===== src/rtl/univ_shift_reg_pkg.sv =====
// univ_shift_reg_pkg: shared mode/state encodings and parameter defaults for univ_shift_reg
package univ_shift_reg_pkg;
  localparam int DEF_WIDTH = 8;
  localparam int DEF_CNT_W = 4;
  typedef enum logic [1:0] {M_HOLD = 2'b00, M_SR = 2'b01, M_SL = 2'b10, M_LOAD = 2'b11} mode_t;
  typedef enum logic [1:0] {S_IDLE = 2'b00, S_SHIFT = 2'b01, S_DONE = 2'b10} state_t;
endpackage


===== src/rtl/univ_shift_reg.sv =====
// univ_shift_reg: multi-cycle universal shift register with hold/shift-right/shift-left/load and done pulse
module univ_shift_reg
  import univ_shift_reg_pkg::*;
#(
  parameter int WIDTH = DEF_WIDTH,
  parameter int CNT_W = DEF_CNT_W
) (
  input  logic             clk,
  input  logic             r,
  input  logic             start,
  input  logic [1:0]       mode,
  input  logic [WIDTH-1:0] d,
  input  logic [CNT_W-1:0] cnt,
  input  logic             sr_in,
  input  logic             sl_in,
  output logic [WIDTH-1:0] q,
  output logic [WIDTH-1:0] qn,
  output logic             so,
  output logic             busy,
  output logic             done
);
  state_t state, state_nx;
  mode_t lmode, lmode_nx, eff;
  logic [CNT_W-1:0] rem, rem_nx;
  logic [WIDTH-1:0] q_nx;
  logic so_nx, idle_go, shift_go, shift_en;
  always_ff @(posedge clk or negedge r)
    if (!r) begin
      state <= S_IDLE;
      lmode <= M_HOLD;
      rem   <= '0;
      q     <= '0;
      so    <= 1'b0;
    end else begin
      state <= state_nx;
      lmode <= lmode_nx;
      rem   <= rem_nx;
      q     <= q_nx;
      so    <= so_nx;
    end
  // the start edge uses the live mode; SHIFT cycles use the latched copy
  always_comb begin
    idle_go  = (state == S_IDLE) && start;
    eff      = idle_go ? mode_t'(mode) : lmode;
    shift_go = idle_go && (eff == M_SR || eff == M_SL) && (cnt != '0);
    shift_en = shift_go || (state == S_SHIFT);
    q_nx     = !shift_en ? ((idle_go && eff == M_LOAD) ? d : q) :
               (eff == M_SR) ? {sr_in, q[WIDTH-1:1]} : {q[WIDTH-2:0], sl_in};
    so_nx    = !shift_en ? so : (eff == M_SR) ? q[0] : q[WIDTH-1];
    rem_nx   = shift_go ? cnt - CNT_W'(1) : (state == S_SHIFT) ? rem - CNT_W'(1) : rem;
    lmode_nx = idle_go ? eff : lmode;
    state_nx = (state == S_IDLE) ? ((shift_go && cnt != CNT_W'(1)) ? S_SHIFT : idle_go ? S_DONE : S_IDLE) :
               (state == S_SHIFT) ? ((rem == CNT_W'(1)) ? S_DONE : S_SHIFT) : S_IDLE;
  end
  assign qn   = ~q;
  assign busy = (state != S_IDLE);
  assign done = (state == S_DONE);
endmodule

===== config.mk =====
export PLATFORM = sky130hd
export DESIGN_NAME = univ_shift_reg
export DESIGN_NICKNAME = d
export VERILOG_FILES = /design/src/rtl/univ_shift_reg_pkg.sv /design/src/rtl/univ_shift_reg.sv
export SDC_FILE = /design/constraint.sdc
export NUM_CORES = 1
export LEC_CHECK = 0
export BUFFER_PORTS_ARGS = -buffer_cell sky130_fd_sc_hd__buf_2
export CORE_ASPECT_RATIO = 0.9
export CORE_MARGIN = 5
export CORE_UTILIZATION = 49
export CTS_CLUSTER_SIZE = 14
export DETAILED_ROUTE_END_ITERATION = 6
export PLACE_DENSITY = 0.78
export SLEW_MARGIN = 20
export SYNTH_ARGS = -nofsm -noshare
export SYNTH_HDL_FRONTEND = slang
export SYNTH_SLANG_ARGS = --single-unit

===== constraint.sdc =====
create_clock -name clk -period 2.8 [get_ports clk]
set_input_delay 0 -clock clk [delete_from_list [all_inputs] [get_ports clk]]
set_output_delay 0 -clock clk [all_outputs]
set_load 0.05 [all_outputs]

==> summary.txt <==
Logic synthesis
  – Mux cell area share after synthesis: 0.200
  – Synth warn: 0
  – Mapped Nets: 135
  – Synth top area share: 0.376
  – Flops & latches, synth: 17
  – Synth Area in Simple Gates: 0.140
  – Post-Synth Adder-Cell Area: 0.0774
  – Syn Std Cell Area: 1130 sq um
  – Largest family of logic cells by synthesized area: multiplexers
  – Compound-Gate Fraction of Synth Area: 0.0996
  – Main area contributors after synthesis: dfrtp_1, mux2i_1, ha_1
  – Avg Inst Size Synth: 10.4 sq um
  – Area leader, netlist: dfrtp_1
  – Cell variety after synth: 28
  – Register area share after synthesis: 0.376
  – Synthesized instance count: 109
  – XOR/XNOR share of the synthesized area: 0.0387

Setup path
  – CP Cell Sequence: nor3b_4, mux2_2, ha_1, a31oi_4, mux2i_1, mux2i_1
  – R2r setup slk: 0.28 ns
  – CP endpoint kind: register
  – CP Class: reg2reg
  – Peak fanout along the critical path: 11
  – CP top delay family: multiplexers
  – CP peak stage delay: 0.46 ns
  – R2R Path End: q[7]$_DFFE_PN0P_
  – Data arrival time of the worst path: 2.68 ns
  – Most frequent CP cell: mux2i_1
  – FF-to-FF path depth: 6
  – CP max-delay cell: dfrtp_1
  – Critical Path RT: 2.96 ns
  – Reg-to-reg startpoint: state[0]$_DFF_PN0_
  – WP buf/inv: 0
  – Crit path launch type: register

STA
  – Final setup violating endpoints: 0
  – Final Critical Period: 2.52 ns
  – PnR worst setup slack: 0.283 ns
  – WHS: -0.00117 ns
  – Final Skew: 0.00359 ns
  – Fin Setup TNS: 0 ns
  – Final cycle utilization of the critical path: 0.899
  – Count of pins over their slew limit: 0
  – Slew margin rel.: 0.601
  – RSZ-0062 raised after global routing: no
  – Worst-margin pin slew: 0.597 ns
  – Peak Freq: 397 MHz
  – Fin. Hold Viols: 1

Clock tree
  – Clock buffer count from CTS: 3
  – TritonCTS clock tree: done
  – Post-CTS Resized: 0
  – CTS Buffer Depth: 2
  – CTS sink cnt: 17
  – H-tree depth: 1
  – Clk_lat worst skew: 0.29 ns
  – CTS clk-pin slew, worst paths: 0.10 ns
  – Hold Buf Count CTS: 4
  – Postcts setup bufs: 0
  – CTS Root Cell: clkbuf_4

Finish
  – FILL cells: 183
  – Synth-to-layout area growth: 26.8%
  – Layout cell share with drive strength beyond 1: 0.340
  – Most frequent cells in the layout: buf_2, mux2i_1, dfrtp_1
  – Ant diodes: 0
  – Final net count: 183
  – Most common cell after layout, fill and taps aside: buf_2
  – Non-Filler Instances: 183

GRT
  – Vias in the first global route: 972
  – Largest net degree at the start of global routing: 18
  – Initial antenna violation count: 0
  – First-pass GRT wire length: 4340 um
  – Total GRT Usage: 0.167
  – Global route total overflow: 0

Route
  – Via-to-Cell Ratio: 5.10
  – Antenna-violating nets left: 0
  – Iter 0 DRT Violations: 17
  – Residual DRC: 0
  – WL met1: 1100 um
  – Avg WL per Cell: 13.4 um
  – Wire length on met2: 1180 um
  – Pre-antenna DRT Iters: 7
  – Highest metal used: met4
  – WL final: 2450 um
  – Met3 wire len: 145 um
  – Vias: 934

Placement
  – Placed insts: 172
  – Place WS: 0.290 ns
  – Port bufs: 37
  – Hpwl dp: 1920 um
  – Global placer's final weighted congestion: 0.782

Hold path
  – Hold Crit Depth: 3
  – Worst Min Path Start: d[5]
  – HP Class: in2reg
  – Worst Hold End: q[5]$_DFFE_PN0P_

Run status
  – Status: finished, violations left
  – Violated checks: hold timing

Job
  – Max Cap Violations: 0

Floorplanning
  – Placement Rows: 16
  – Core box area: 2180 sq um
  – Ports: 38
  – Die width: 60.6 um
  – Full die area: 3370 sq um
  – Die H: 55.6 um
  – Starting Density: 0.518
## metal layers
layer	vias to the layer above	track usage
met3	4	0.0464
met2	24	0.261
met1	439	0.219
li1	467	-
met4	0	0.0526
met5	-	0
## cells in the mapped netlist
master and number:
a21oi_1 2, a22o_1 1, a31oi_4 1, buf_12 1, clkbuf_1 2, dfrtp_1 17, ha_1 7, inv_1 13
mux2_2 5, mux2i_1 17, nand2_1 12, nand2b_1 1, nand3_4 1, nand3b_1 1, nor2_1 2, nor2b_1 2
nor3_1 1, nor3b_1 2, nor3b_4 1, nor4_1 1, o211ai_2 1, o21ai_0 9, o221ai_1 1, o22ai_1 1
or2_2 1, or3b_4 1, xnor2_1 2, xor2_1 3
## kinds of logic after synthesis
logic type,count (synthesis)
AO/OA/AOI/OAI,16
XOR/XNOR,5
adder cells (fa/ha/maj),7
buffers and inverters,16
flip-flops,17
multiplexers,22
AND/OR/NAND/NOR,26
## state kept, by name (all words and copies together), names as in the netlist
signal,flops
rem,4
state,2
q,8
lmode,2
so,1
## worst min-delay path, cell delays in order
cell and delay, ns:
buf_2 0.07, mux2i_1 0.06, mux2i_1 0.12
## layout make-up
class	count	area [sq um]	share of cell area
multi-input cells	76	629	0.439
flip-flops and latches	17	425	0.297
well taps	27	33.8	0.0236
inverters	13	48.8	0.0340
clock buffers	4	26.3	0.0183
repair buffers	46	270	0.188
## worst max-delay path by stage
stage | from | endpoint | cells after the start
after global placement | state[0]$_DFF_PN0_ | q[7]$_DFFE_PN0P_ | 6
after global routing | state[0]$_DFF_PN0_ | q[4]$_DFFE_PN0P_ | 6
after CTS | state[0]$_DFF_PN0_ | q[3]$_DFFE_PN0P_ | 6
after detailed placement | state[0]$_DFF_PN0_ | q[3]$_DFFE_PN0P_ | 6
after floorplan | state[0]$_DFF_PN0_ | q[5]$_DFFE_PN0P_ | 7
final | state[0]$_DFF_PN0_ | q[7]$_DFFE_PN0P_ | 6
## through the flow
stage	utilization	instance area [sq um]
6_report	0.657	1430
3_3_place_gp	0.613	1340
2_1_floorplan	-	1130
3_5_place_dp	0.613	1340
5_1_grt	0.657	1430
4_1_cts	0.643	1400
Power is not shown: default switching activity piles up to over one toggle a cycle in this logic, so the estimate is an artifact.
